--- src/rtl/card_pkg.sv ---
// card_pkg: shared constants and types for the card dealer.
//   DECK_SIZE/SUIT_SIZE  deck geometry (6-bit so they compare cleanly with indices)
//   suit_e               suit encoding used in bits 5:4 of a card code
//   card_t               7-bit card code {used, suit, value}
//   dealer_state_e       probe FSM states
//   LFSR_TAPS            feedback taps (bits 15,13,12,10) of the 16-bit LFSR
//   fold52/card_encode   candidate wrap and index -> card code
package card_pkg;

  localparam logic [5:0]  DECK_SIZE = 6'd52;
  localparam logic [5:0]  DECK_LAST = 6'd51;
  localparam logic [5:0]  SUIT_SIZE = 6'd13;
  localparam logic [15:0] LFSR_TAPS = 16'hB400;

  typedef enum logic [1:0] {SPADE = 2'b00, HEART = 2'b01, DIAMOND = 2'b10, CLUB = 2'b11} suit_e;

  typedef struct packed {
    logic       used;
    suit_e      suit;
    logic [3:0] value;
  } card_t;

  typedef enum logic [1:0] {ST_IDLE = 2'd0, ST_PROBE = 2'd1, ST_DONE = 2'd2} dealer_state_e;

  // Random 6-bit value into 0..51; values 52..63 fold onto 0..11.
  function automatic logic [5:0] fold52(input logic [5:0] v);
    return (v >= DECK_SIZE) ? v - DECK_SIZE : v;
  endfunction

  // Deck index -> card code. Suit/rank found by range compare instead of a divider.
  function automatic card_t card_encode(input logic [5:0] idx);
    card_t      c;
    logic [5:0] rank;
    c.used = 1'b1;
    if (idx < SUIT_SIZE) begin
      c.suit = SPADE;   rank = idx;
    end else if (idx < 6'd26) begin
      c.suit = HEART;   rank = idx - SUIT_SIZE;
    end else if (idx < 6'd39) begin
      c.suit = DIAMOND; rank = idx - 6'd26;
    end else begin
      c.suit = CLUB;    rank = idx - 6'd39;
    end
    if (rank == 6'd0)      c.value = 4'd11;  // ace
    else if (rank >= 6'd9) c.value = 4'd10;  // 10, J, Q, K
    else                   c.value = rank[3:0] + 4'd1;
    return c;
  endfunction

endpackage

--- src/rtl/card_dealer_if.sv ---
// card_dealer_if: game-FSM <-> dealer bundle.
//   master (game FSM): drives shuffle/seed/draw_req, receives card results.
//   slave  (dealer)  : the reverse.
interface card_dealer_if;
  logic        shuffle;
  logic [15:0] seed;
  logic        draw_req;
  logic        draw_ready;
  logic        card_valid;
  logic [5:0]  card_idx;
  logic [6:0]  card_code;
  logic [5:0]  cards_left;
  logic        draw_err;

  modport master (output shuffle, seed, draw_req,
                  input  draw_ready, card_valid, card_idx, card_code, cards_left, draw_err);
  modport slave  (input  shuffle, seed, draw_req,
                  output draw_ready, card_valid, card_idx, card_code, cards_left, draw_err);
endinterface

--- src/rtl/card_lfsr.sv ---
// card_lfsr: 16-bit Fibonacci LFSR, shifts left every cycle.
//   clk, rst  clock, synchronous active-high reset (loads SEED_DEFAULT)
//   load      reload from seed this cycle (seed 0 replaced by 1)
//   seed      load value
//   rnd       low 6 bits of the current state, used as the draw candidate
module card_lfsr
  import card_pkg::*;
#(
  parameter logic [15:0] SEED_DEFAULT = 16'h0001
) (
  input  logic        clk,
  input  logic        rst,
  input  logic        load,
  input  logic [15:0] seed,
  output logic [5:0]  rnd
);

  // A zero state would lock up the register, so both load paths avoid it.
  localparam logic [15:0] RST_VAL = (SEED_DEFAULT == 16'h0) ? 16'h0001 : SEED_DEFAULT;

  logic [15:0] lfsr_q, lfsr_d;

  always_comb begin
    lfsr_d = {lfsr_q[14:0], ^(lfsr_q & LFSR_TAPS)};
    if (load) lfsr_d = (seed == 16'h0) ? 16'h0001 : seed;
  end

  always_ff @(posedge clk) begin
    if (rst) lfsr_q <= RST_VAL;
    else     lfsr_q <= lfsr_d;
  end

  assign rnd = lfsr_q[5:0];

endmodule

--- src/rtl/card_dealer.sv ---
// card_dealer: deals never-repeated cards from a 52-card deck.
//   clk, rst  clock, synchronous active-high reset
//   bus       card_dealer_if.slave: shuffle/seed/draw_req in;
//             draw_ready, card_valid, card_idx, card_code, cards_left, draw_err out
// A draw registers an LFSR-derived candidate, then PROBE walks forward
// (wrapping 51->0) until an unused card is found; DONE pulses card_valid.
// Build option DEALER_AUTO_RESHUFFLE_EN: a draw on an empty deck silently
// refills it and deals; without it the draw is rejected with a draw_err pulse.
module card_dealer
  import card_pkg::*;
#(
  parameter logic [15:0] SEED_DEFAULT = 16'h0001
) (
  input logic          clk,
  input logic          rst,
  card_dealer_if.slave bus
);

  dealer_state_e state_q, state_d;
  logic [51:0]   used_q,  used_d;
  logic [5:0]    left_q,  left_d;
  logic [5:0]    cand_q,  cand_d;
  logic [5:0]    idx_q,   idx_d;
  card_t         code_q,  code_d;
  logic          err_q,   err_d;
  logic [5:0]    rnd;
  logic          accept;

  card_lfsr #(.SEED_DEFAULT(SEED_DEFAULT)) u_lfsr (
    .clk  (clk),
    .rst  (rst),
    .load (bus.shuffle),
    .seed (bus.seed),
    .rnd  (rnd)
  );

  assign bus.draw_ready = (state_q == ST_IDLE) && !bus.shuffle;
  assign accept         = bus.draw_req && bus.draw_ready;

  always_comb begin
    state_d = state_q;
    used_d  = used_q;
    left_d  = left_q;
    cand_d  = cand_q;
    idx_d   = idx_q;
    code_d  = code_q;
    err_d   = 1'b0;

    case (state_q)
      ST_IDLE: begin
        if (accept) begin
          if (left_q != 6'd0) begin
            cand_d  = fold52(rnd);
            state_d = ST_PROBE;
          end else begin
`ifdef DEALER_AUTO_RESHUFFLE_EN
            // Refill without touching the LFSR, then deal as usual.
            used_d  = '0;
            left_d  = DECK_SIZE;
            cand_d  = fold52(rnd);
            state_d = ST_PROBE;
`else
            err_d   = 1'b1;
`endif
          end
        end
      end
      ST_PROBE: begin
        if (!used_q[cand_q]) begin
          used_d[cand_q] = 1'b1;
          left_d         = left_q - 6'd1;
          idx_d          = cand_q;
          code_d         = card_encode(cand_q);
          state_d        = ST_DONE;
        end else begin
          cand_d = (cand_q == DECK_LAST) ? 6'd0 : cand_q + 6'd1;
        end
      end
      ST_DONE: state_d = ST_IDLE;
      default: state_d = ST_IDLE;
    endcase

    // Shuffle overrides everything; an in-flight draw is dropped and the
    // last dealt card stays visible.
    if (bus.shuffle) begin
      state_d = ST_IDLE;
      used_d  = '0;
      left_d  = DECK_SIZE;
      idx_d   = idx_q;
      code_d  = code_q;
      err_d   = 1'b0;
    end
  end

  always_ff @(posedge clk) begin
    if (rst) begin
      state_q <= ST_IDLE;
      used_q  <= '0;
      left_q  <= DECK_SIZE;
      cand_q  <= '0;
      idx_q   <= '0;
      code_q  <= '0;
      err_q   <= 1'b0;
    end else begin
      state_q <= state_d;
      used_q  <= used_d;
      left_q  <= left_d;
      cand_q  <= cand_d;
      idx_q   <= idx_d;
      code_q  <= code_d;
      err_q   <= err_d;
    end
  end

  assign bus.card_valid = (state_q == ST_DONE);
  assign bus.card_idx   = idx_q;
  assign bus.card_code  = code_q;
  assign bus.cards_left = left_q;
  assign bus.draw_err   = err_q;

endmodule

--- src/flat_wrapper.sv ---
// flat-port wrapper written by rule: the top's interface ports become plain ports
module card_dealer_flat import card_pkg::*;
#(
  parameter logic [15:0] SEED_DEFAULT = 16'h0001
)
  (clk, rst, bus_shuffle, bus_seed, bus_draw_req, bus_draw_ready, bus_card_valid, bus_card_idx, bus_card_code, bus_cards_left, bus_draw_err);
  card_dealer_if bus_i ();
  input logic clk;
  input logic rst;
  input wire logic [$bits(bus_i.shuffle)-1:0] bus_shuffle;
  input wire logic [$bits(bus_i.seed)-1:0] bus_seed;
  input wire logic [$bits(bus_i.draw_req)-1:0] bus_draw_req;
  output wire logic [$bits(bus_i.draw_ready)-1:0] bus_draw_ready;
  output wire logic [$bits(bus_i.card_valid)-1:0] bus_card_valid;
  output wire logic [$bits(bus_i.card_idx)-1:0] bus_card_idx;
  output wire logic [$bits(bus_i.card_code)-1:0] bus_card_code;
  output wire logic [$bits(bus_i.cards_left)-1:0] bus_cards_left;
  output wire logic [$bits(bus_i.draw_err)-1:0] bus_draw_err;
  assign bus_i.shuffle = bus_shuffle;
  assign bus_i.seed = bus_seed;
  assign bus_i.draw_req = bus_draw_req;
  assign bus_draw_ready = bus_i.draw_ready;
  assign bus_card_valid = bus_i.card_valid;
  assign bus_card_idx = bus_i.card_idx;
  assign bus_card_code = bus_i.card_code;
  assign bus_cards_left = bus_i.cards_left;
  assign bus_draw_err = bus_i.draw_err;
  card_dealer #(.SEED_DEFAULT(SEED_DEFAULT)) u_core (.clk(clk), .rst(rst), .bus(bus_i));
endmodule
--- config.mk ---
export PLATFORM = sky130hd
export DESIGN_NAME = card_dealer_flat
export DESIGN_NICKNAME = d
export VERILOG_FILES = /design/src/rtl/card_pkg.sv /design/src/rtl/card_dealer_if.sv /design/src/rtl/card_lfsr.sv /design/src/rtl/card_dealer.sv /design/src/flat_wrapper.sv
export SDC_FILE = /design/constraint.sdc
export NUM_CORES = 1
export LEC_CHECK = 0
export ABC_AREA = 1
export BUFFER_PORTS_ARGS = -buffer_cell sky130_fd_sc_hd__clkbuf_2
export CAP_MARGIN = 25
export CORE_AREA = 2 2 100 102
export DETAILED_ROUTE_END_ITERATION = 10
export DIE_AREA = 0 0 102 104
export GPL_TIMING_DRIVEN = 0
export PLACE_DENSITY = 0.79
export SYNTH_ARGS = -nofsm -noshare
export SYNTH_HDL_FRONTEND = slang
export SYNTH_SLANG_ARGS = --single-unit
--- constraint.sdc ---
create_clock -name clk -period 3.15 [get_ports clk]
set_input_delay 0.1575 -clock clk [delete_from_list [all_inputs] [get_ports clk]]
set_output_delay 0.1575 -clock clk [all_outputs]
set_load 0.03 [all_outputs]
Yosys cells after proc, flatten, opt, wreduce, memory -nomap -nowiden --
Index checks and enable logic that the tools add are counted. W data, S select, Z words.
Operators by class: bitwise gates (word level) 5, $add $sub $neg 7, muxes and demuxes 27, reduce and logical (&&, ||, !) cells 16, magnitude comparators 7, equality and inequality tests 7
Operator list (number):
- $mux W6 | 10
- $or A52 B52 Y52 | 1
- $mux W16 | 2
- $logic_not A16 Y1 | 1
- $reduce_xor A16 Y1 | 1
- $pmux W6 S2 | 1
- $sub A6 B6 Y6 const B | 2
- $mux W2 | 5
- $mux W4 | 2
- $lt A6 B7 Y1 const B | 1
- $add A6 B1 Y6 const B | 1
- $bmux W1 S6 | 1
- $demux W1 S6 | 1
- $eq A6 B6 Y1 const B | 1
- $ge A6 B1 Y1 const B | 1
- $ge A6 B4 Y1 const B | 1
- $ge A6 B6 Y1 const B | 1
- $logic_not A6 Y1 | 1
- $lt A6 B4 Y1 const B | 1
- $lt A6 B5 Y1 const B | 1
- $lt A6 B6 Y1 const B | 1
- $reduce_and A3 Y1 | 2
- $reduce_bool A6 Y1 | 1
- $sub A6 B1 Y6 const B | 1
- 18 further kinds | 28
Storage, ports and cells: flip-flop bits (word level) 96, word-level logic and storage cells 79

Longest topological paths before layout --
Gate-level depths: netlist (run 1).
depth after elaboration 9, mapped depth 21, gate-level depth less buffers 20

By module --
From an unflattened synthesis (run 1), not the netlist that was laid out.
Unflattened totals: cell total of the unflattened synthesis 825, area, all modules 5418.9 sq um
Modules (own cells, without submodules):
- card_dealer | instances 1, area each 4682.0 sq um, cells an instance 716
- card_lfsr | instances 1, area each 737.0 sq um, cells an instance 109

Worst setup path before layout (run 1) --
No wires, ideal clock.
path type register to register, start register u_core.cand_q[1], end register u_core.code_q (netlist bit u_core.bus.card_code[1]), clock period less this slack 2.358 ns, data required time 3.041 ns, setup slack 0.792 ns, path buffers 2, stages on the path, launching flop included 20, data arrival time 2.249 ns, path through dfxtp_1 > buf_4 > inv_2 > buf_6 > ha_1 > o21ai_1 > inv_1 > nand2_1 > nand2_1 > inv_1 > ha_1 > inv_1 > nor2_1 > nand2_1 > nand2_1 > nand2_1 > nor2_1 > nand3_1 > nand2_1 > inv_1
Between the ends: cells in the longest elaborated chain, start to end 9, elaborated cells between the ends (all ways) 20, those cells by class add/sub: 4; order compare: 4; mux: 9; bitwise: 1; reduce/logical: 2
RTL lines:
- start, declared | RTL line card_dealer.sv:22 | logic [5:0] cand_q, cand_d;
- start signal, assigned | RTL line card_dealer.sv:108 | cand_q <= cand_d;
- $sub A6 B6 Y6 (tied with other cells) | RTL line card_pkg.sv:42 | c.suit = CLUB; rank = idx - 6'd39;
- $mux W6 | RTL line card_pkg.sv:39 | end else if (idx < 6'd39) begin
- $mux W6 | RTL line card_pkg.sv:37 | end else if (idx < 6'd26) begin
- $mux W6 | RTL line card_pkg.sv:35 | if (idx < SUIT_SIZE) begin
- $mux W6 | RTL line card_dealer.sv:69 | if (!used_q[cand_q]) begin
- $mux W6 | RTL line card_dealer.sv:49 | case (state_q)
- $ge A6 B4 Y1 / $add A4 B1 Y4 (equally long branches) | RTL line card_pkg.sv:45, card_pkg.sv:46
- $mux W4 | RTL line card_pkg.sv:45 | else if (rank >= 6'd9) c.value = 4'd10;
- $mux W4 | RTL line card_pkg.sv:44 | if (rank == 6'd0) c.value = 4'd11;
- end signal, assigned | RTL line card_dealer.sv:110 | code_q <= code_d;
- end, declared | RTL line card_dealer.sv:24 | card_t code_q, code_d;
Several ways; a longest one is shown, not always the timed one. The select of a mux whose other input is x is not followed. A chain may end at the register's enable or synchronous reset.

Final worst setup path (run 1) --
Same ends and word-level chain as after synthesis.

==> impl_metrics.toml, run 1 <==
[status]
outcome = "finished, final reports clean"

[global_route]
grt_pass1_wl_mm = 22.43
met1_usage_pct = 34.82
grt_max_degree = 17
antenna_found_initial = 0
grt_usage_pct = 26.53
grt.busiest_layer = "met2"
gr-usage-met3_pct = 4.435
gr-total-overflow = 0
grt_pass1_vias = 4725
met2_usage_pct = 41.96

[power]
power.switching_mw = 0.7880
clock_power_share_pct = 34.7
p_comb_share_pct = 17.5
p_int_mw = 1.823
leakage_nw = 2.583
peakVddDrop_mv = 0.2873
p_sw_share_pct = 30.18
p_total_mw = 2.611
seqPwrFrac_pct = 47.8
power.density_nw_per_um2 = 461.9

[yosys]
synth_edf_count = 0
synth.largest_area_cell = "dfxtp_1"
synthArstFlopShare_pct = 0
ys_types = 39
synthFlopType = "dfxtp_1"
synth_top_area_share_pct = 37.90
syn_area_per_cell_sq_um = 6.717
ys_top_cells_by_area = "dfxtp_1 38%, nand2_1 18%, inv_1 8.4%"
netlist_area_sq_um = 5071
netlist_instances = 755
synth_nets = 790
ys_seq_elements = 96
yosys_warnings = 0
ys_seq_area_share_pct = 37.90

[place]
io_buffers = 39
place_congestion = 0.9412
dpl.hpwl_mm = 9.899

[routing]
vias = 5006
ant_nets = 0
drtIter0Drc = 336
wire_per_inst_microns = 14.58
routed_wl_mm = 13.73
via_per_inst = 5.314
drc_errors = 0
drt_pass1_iterations = 6

[cells_and_area]
nFillCells = 933
fin_nets = 840
area_delta_synth_final_pct = 11.45
drive_above_1_share_pct = 11.74
antenna_cells = 0
post-route-util_pct = 59.19
multi_input_comb_area_sq_um = 2535
seq_area_sq_um = 1922

[floorplanning]
die_area_sq_um = 10610
start_util_pct = 53.11
pin_count = 42
core_sq_um = 9549
die_y_microns = 104
num_rows = 36
die_x_microns = 102

[clock_tree]
clock_latency_ns = 0.37
postCtsHoldBufs = 0
ctsRootBufferMaster = "clkbuf_8"
clkSinkCount = 96
cts_max_level = 3
cts_buffer_depth = 2
cts_buffers = 9
cts.clk_slew.worst_paths_ns = 0.10
cts_tree = "done"

[critical_path]
path_max_fanout = 13
slowest_delay_ns = 0.48
worst_path_max_delay_cell = "dfxtp_1"
critPathRequiredTime_ns = 3.43
worstSetupPathType = "reg2reg"
end_kind = "flip-flop"
arrival_ns = 3.12
crit_path_frequent_cell = "nand2_1"
worstSetupStartpointType = "flip-flop"
cp_cell_sequence = "buf_4, inv_2, buf_6, ha_1, o21ai_2, nand3_1, nand2_1, inv_1, ha_1, nor2_1, nand2_1, nand2_1, nand2_1, nor2_1, nand3_1, nand2_1, inv_1"

[job]
maxCapViolations = 0

[timing]
rsz0062_at_grt = "no"
drv_slew = 0
period_needed_ns = 2.838
max_freq_mhz = 352.4
tns_ns = 0
setup_violations = 0
tightest_slew_ns = 0.9832
relSlewSlack_pct = 33.95
final.setup_skew_ns = 0.01570
finalHoldViolCount = 0
min_period_over_period_pct = 90.09

[worst_hold_path]
worst_hold_path_type = "in2reg"
metrics by stage:
step	cells	setup slack [ns]	hold WS, ns	area, sq um
global placement	927	0.3281	0.4082	5433
detailed placement	927	0.2866	0.4154	5433
finish	942	0.3122	0.03040	5652
floorplan	755	0.7924	0.2994	5071
CTS	942	0.2645	0.02930	5648
global route	942	0.07233	0.04662	5652
layout make-up:
| cell class | instances | area share (%) |
|---|---|---|
| Clock inverter | 6 | 1.616 |
| Inverter | 115 | 7.638 |
| Clock buffer | 9 | 2.192 |
| Sequential cell | 96 | 34.00 |
| Buffer | 34 | 3.299 |
| Multi-Input combinational cell | 510 | 44.85 |
| Timing Repair Buffer | 39 | 3.454 |
| Tap cell | 133 | 2.944 |
power by group through the flow:
stage               logic [mW]  clock network [mW]  registers (mW)
floorplan                0.319                   0            1.28
global placement         0.434                   0            1.28
detailed placement       0.444                   0            1.28
CTS                      0.446               0.909            1.25
global route             0.503               0.954            1.25
finish                   0.456               0.906            1.25
sequential cells by signal, summed over array words and instances (netlist names):
| register | flops |
|---|---|
| u_core.u_lfsr.lfsr_q | 16 |
| u_core.bus.card_code | 7 |
| u_core.used_q | 52 |
| u_core.bus.draw_err | 1 |
| u_core.bus.card_idx | 6 |
| u_core.cand_q | 6 |
| u_core.bus.cards_left | 6 |
| u_core.state_q | 2 |
worst max-delay path: cells and delay by family (launching register included):
family	cells	cell delay [ns]
AOI/OAI and AO/OA	1	0.26
and+or+nand+nor	9	0.92
adders and majority gates	2	0.43
buffers and inverters	5	0.64
DFF	1	0.48
worst paths after layout:
check / from / endpoint / slack (ns) / cells past startpoint
max: u_core.cand_q[1] / u_core.bus.card_code[1] / 0.31 / 17
min: bus_seed[13] / u_core.u_lfsr.lfsr_q[13] / 0.03 / 3
max reg2reg: u_core.cand_q[1] / u_core.bus.card_code[1] / 0.31 / 17
min reg2reg: u_core.u_lfsr.lfsr_q[8] / u_core.u_lfsr.lfsr_q[9] / 0.45 / 2
layout by cell type, fill, tap and decap left out, types with 7 or more instances in the layout:
| cell type | netlist | routed |
|---|---|---|
| inv_1 | 114 | 114 |
| clkbuf_1 | 10 | 10 |
| nand3_1 | 59 | 59 |
| buf_4 | 7 | 7 |
| o22ai_1 | 48 | 48 |
| buf_2 | 13 | 13 |
| ha_1 | 15 | 15 |
| clkbuf_2 | 1 | 40 |
| dfxtp_1 | 96 | 96 |
| nor2_1 | 44 | 44 |
| a21oi_1 | 28 | 28 |
| o21ai_0 | 18 | 18 |
| clkbuf_8 | 0 | 9 |
| nand2_1 | 247 | 247 |
cell families (layout without fill, tap and decap cells):
group	count (synthesis)	count (layout)	share of synthesized area [%]
and+or+nand+nor	377	377	31.68
buffers and inverters	149	203	12.19
AOI/OAI and AO/OA	108	108	12.81
DFF	96	96	37.90
adders and majority gates	15	15	3.701
xor gates and xnor gates	10	10	1.727
layer usage:
layer  vias up  share of wire (%)
met3        39                8.1
met4         0                3.3
met1      2254                 43
li1       2498                  -
met2       215                 46
met5         -                  0
cells in the mapped netlist, types with 2 or more instances:
master	number
xnor2_1	4
xor2_1	6
nand3b_1	3
buf_6	2
or2_2	2
nor3_1	6
nand3_1	59
buf_2	13
dfxtp_1	96
inv_1	114
o21ai_1	5
a21oi_2	2
buf_4	7
a21oi_1	28
o21ai_0	18
clkbuf_1	10
nand2_1	247
o21ai_4	2
nand2_2	2
nor2_1	44
o22ai_1	48
ha_1	15
nand4_1	6
repair_timing:
item | CTS | global route
gates resized for setup | 0 | 1
buffers inserted | 0 | 0
setup endpoints to repair | 0 | 2
Note: power is estimated with default switching activity, not from simulation.
==> inputs of run 2 (changes only) <==
CAP_MARGIN = 20   (was 25)
CORE_AREA = 2 2 95 97   (was 2 2 100 102)
DIE_AREA = 0 0 97 99   (was 0 0 102 104)
PLACE_DENSITY = 0.86   (was 0.79)
clock period = 3.14 ns   (was 3.15 ns; I/O delays follow)
==> impl_metrics.toml, run 2 (synthesis results as in run 1) <==
[clock_tree]
cts_buffer_depth = 2
cts.clk_slew.worst_paths_ns = 0.10
postCtsSetupBuffers = 0
cts_resized = 0
cts_tree = "done"
cts_buffers = 9
clock_latency_ns = 0.38
cts_max_level = 3
clkSinkCount = 96
postCtsHoldBufs = 0
ctsRootBufferMaster = "clkbuf_8"

[cells_and_area]
final_common_cell = "nand2_1"
layout_common_cells = "247 x nand2_1, 114 x inv_1, 96 x dfxtp_1"
layout.cells.non_filler = 918
fin_area_sq_um = 5609
antenna_cells = 0
area_delta_synth_final_pct = 10.61
drive_above_1_share_pct = 11.85
regMostFlops = "u_core.used_q"
fin_nets = 840
largest_reg_flops = 52

[floorplanning]
num_rows = 34
pin_count = 42
core_sq_um = 8551
start_util_pct = 59.31
die_area_sq_um = 9603
die_x_microns = 97
die_y_microns = 99

[routing]
vias = 5073
drc_errors = 0
drt_pass1_iterations = 6
via_per_inst = 5.526
ant_nets = 0
wire_per_inst_microns = 14.75
routed_wl_mm = 13.54
drtIter0Drc = 328

[critical_path]
path_max_fanout = 13
critPathRequiredTime_ns = 3.42
worstSetupPathType = "reg2reg"
worstSetupStartpointType = "flip-flop"
end_kind = "flip-flop"
arrival_ns = 3.06

[timing]
tns_ns = 0
drv_slew = 0
max_freq_mhz = 359.8
relSlewSlack_pct = 22.57
hold_slack_ns = 0.03097
setup_violations = 0
tightest_slew_ns = 1.153
final.setup_skew_ns = 0.01069
finalHoldViolCount = 0
rsz0062_at_grt = "no"
period_needed_ns = 2.779
min_period_over_period_pct = 88.52

[status]
outcome = "finished, final reports clean"

[global_route]
grt_pass1_wl_mm = 22.24
grt_max_degree = 17
gr-total-overflow = 0
grt_usage_pct = 28.37
grt_pass1_vias = 4763
antenna_found_initial = 0

[place]
io_buffers = 39
place_congestion = 1.028
dpl.hpwl_mm = 9.511
postPlaceCellArea_sq_um = 5401
placed_cells = 902

[job]
maxCapViolations = 0

[worst_hold_path]
worst_hold_path_type = "in2reg"

[power]
leakage_nw = 2.580
peakVddDrop_mv = 0.3157
power.density_nw_per_um2 = 457.5
p_total_mw = 2.566
==> run 2: changes by cell type in the layout (fill, tap and decap cells not counted) <==
cell / previous run / this run
clkinv_2: 1 / 2
clkbuf_8: 9 / 10
bufinv_16: 2 / 1
==> run 2: where the power goes <==
part	internal (mW)	switching, mW	total [mW]
sequential	1.24	0.0130	1.25
combinational	0.138	0.321	0.459
clock	0.395	0.460	0.854
==> run 2: stage by stage <==
step / utilization, % / setup WS [ns]
2_1_floorplan: - / 0.7824
3_3_place_gp: 63.17 / 0.3916
3_5_place_dp: 63.17 / 0.3236
4_1_cts: 65.55 / 0.3151
5_1_grt: 65.60 / 0.04100
6_report: 65.60 / 0.3606
==> run 2: area by class of cell <==
cell class              count  area, sq um
flip-flops and latches     96         1922
repair buffers             39        195.2
clock buffers              10        137.6
plain buffers              34        186.4
fillers                   742         2942
multi-input cells         510         2535
well taps                 108        135.1
inverters                 115        431.7
clock inverters             6        66.31
==> run 2: layer usage <==
layer	wire [microns]	GRT usage, %	vias up
li1	-	-	2491
met3	1248	5.248	50
met4	556	14.30	0
met5	0	0	-
met2	6111	45.46	253
met1	5627	36.87	2279
==> run 2: worst paths after layout <==
| path | start | to | slack [ns] | cells past startpoint |
|---|---|---|---|---|
| max | u_core.cand_q[1] | u_core.bus.card_code[1] | 0.36 | 17 |
| min | bus_seed[9] | u_core.u_lfsr.lfsr_q[9] | 0.03 | 3 |
| max reg2reg | u_core.cand_q[1] | u_core.bus.card_code[1] | 0.36 | 17 |
| min reg2reg | u_core.u_lfsr.lfsr_q[14] | u_core.u_lfsr.lfsr_q[15] | 0.44 | 2 |
==> run 2: worst max-delay path, cell delays in order (launching register included) <==
cell     delay [ns]
dfxtp_1        0.44
buf_4          0.23
inv_2          0.09
buf_6          0.17
ha_1           0.24
o21ai_2        0.27
nand3_1        0.12
nand2_1        0.16
inv_1          0.10
ha_1           0.18
nor2_1         0.10
nand2_1        0.06
nand2_1        0.07
nand2_1        0.09
nor2_1         0.16
nand3_1        0.09
nand2_1        0.07
inv_1          0.04
==> inputs of run 3 (changes only) <==
REMOVE_ABC_BUFFERS = 1   (was unset)
==> impl_metrics.toml, run 3 (synthesis results as in run 1) <==
[status]
outcome = "finished, final reports clean"

[timing]
relSlewSlack_pct = 33.66
period_needed_ns = 2.876
rsz0062_at_grt = "no"
tightest_slew_ns = 0.9936
worst_slack_ns = 0.2643
max_freq_mhz = 347.7
finalHoldViolCount = 0
min_period_over_period_pct = 91.58
hold_slack_ns = 0.03799
setup_violations = 0
drv_slew = 0
final.setup_skew_ns = 0.009117

[clock_tree]
cts_max_level = 3
clock_latency_ns = 0.37
cts.clk_slew.worst_paths_ns = 0.10
ctsRootBufferMaster = "clkbuf_8"
cts_buffers = 9
cts_tree = "done"
postCtsHoldBufs = 0
clkSinkCount = 96
cts_buffer_depth = 2

[cells_and_area]
nFillCells = 742
layout.cells.non_filler = 890
fin_area_sq_um = 5455
multi_input_comb_area_sq_um = 2535
antenna_cells = 0
layout_common_cells = "247 x nand2_1, 112 x inv_1, 94 x dfxtp_1"
regMostFlops = "u_core.used_q"
drive_above_1_share_pct = 10.61
seq_area_sq_um = 1929
final_common_cell = "nand2_1"
area_delta_synth_final_pct = 7.575
largest_reg_flops = 52
fin_nets = 812

[routing]
routed_wl_mm = 12.64
ant_nets = 0
wire_per_inst_microns = 14.20
vias = 5008
drt_pass1_iterations = 6
via_per_inst = 5.627
drc_errors = 0
drtIter0Drc = 334

[global_route]
antenna_found_initial = 0
grt_max_degree = 57
grt_usage_pct = 26.51
gr-total-overflow = 0
grt_pass1_wl_mm = 21.31
grt_pass1_vias = 4853

[floorplanning]
pin_count = 42
core_sq_um = 8551
die_y_microns = 99
num_rows = 34
die_x_microns = 97
die_area_sq_um = 9603
start_util_pct = 59.31

[place]
io_buffers = 41
preCtsSetupSlack_ns = -0.6347
placed_cells = 871
place_congestion = 0.9264
postPlaceCellArea_sq_um = 5234
dpl.hpwl_mm = 8.309

[critical_path]
worst_path_max_delay_cell = "dfxtp_1"
slowest_delay_ns = 0.63
worstSetupStartpointType = "flip-flop"
critPathRequiredTime_ns = 3.42
path_max_fanout = 11
worstSetupPathType = "reg2reg"
cp_cell_sequence = "inv_1, nand2_1, nand2_1, nand2_1, nand3_1, o21ai_0, nand2_1, nand2_1, inv_1, ha_1, nor2_1, nand2_1, nand2_1, nand2_1, nor2_1, nand3_1, nand2_1, inv_1"
crit_path_frequent_cell = "nand2_1"
arrival_ns = 3.16
end_kind = "flip-flop"

[job]
maxCapViolations = 0

[power]
leakage_nw = 2.467
peakVddDrop_mv = 0.3132
p_total_mw = 2.447
power.density_nw_per_um2 = 448.6

[worst_hold_path]
worst_hold_path_type = "in2reg"
==> run 3: final cells by class <==
| cell class | instances | share of cell area, % |
|---|---|---|
| inverter | 115 | 7.982 |
| clock inverter | 7 | 1.032 |
| timing repair inverter | 1 | 0.09174 |
| tap | 108 | 2.477 |
| clock buffer | 9 | 2.271 |
| timing repair buffer | 44 | 4.312 |
| sequential | 96 | 35.37 |
| multi-input combinational | 510 | 46.47 |
==> run 3: layer usage <==
metal	GRT usage (%)	share of wire, %
met3	2.979	8.5
met2	45.89	48
met1	33.20	41
met5	0	0
met4	12.46	2.4
==> run 3: through the flow <==
step / utilization (%) / setup TNS, ns
floorplan: - / -0.3691
global placement: 61.11 / -63.72
detailed placement: 61.21 / -11.46
CTS: 63.55 / 0
global route: 63.80 / 0
finish: 63.80 / 0
==> run 3: report_power, final <==
group / leakage, nW / switching, mW / internal, mW / total, mW
clock: 0.0838 / 0.463 / 0.296 / 0.759
sequential: 0.779 / 0.0414 / 1.24 / 1.28
combinational: 1.60 / 0.283 / 0.125 / 0.407
==> run 3: worst paths after layout <==
kind                                          startpoint                       end  slack, ns  cells after the start
worst min register to register  u_core.u_lfsr.lfsr_q[14]  u_core.u_lfsr.lfsr_q[15]       0.45                      2
worst max-delay path                    u_core.cand_q[2]   u_core.bus.card_code[3]       0.26                     18
worst min-delay path                        bus_seed[14]  u_core.u_lfsr.lfsr_q[14]       0.04                      3
worst max register to register          u_core.cand_q[2]   u_core.bus.card_code[3]       0.26                     18
==> run 3: worst max-delay path: cells and delay by family (launching register included) <==
family / cells / cell delay, ns
simple gates: 13 / 1.41
flops: 1 / 0.63
buf+inv: 3 / 0.45
fa+ha+maj: 1 / 0.20
compound gates: 1 / 0.08
==> run 3: what timing repair did <==
| action | in CTS | in global routing |
|---|---|---|
| cloned | 1 | 0 |
| gates resized for setup | 3 | 2 |
| hold endpoints to repair | 0 | 0 |
| buffers inserted | 1 | 1 |
| endpoints found under the setup margin | 55 | 49 |
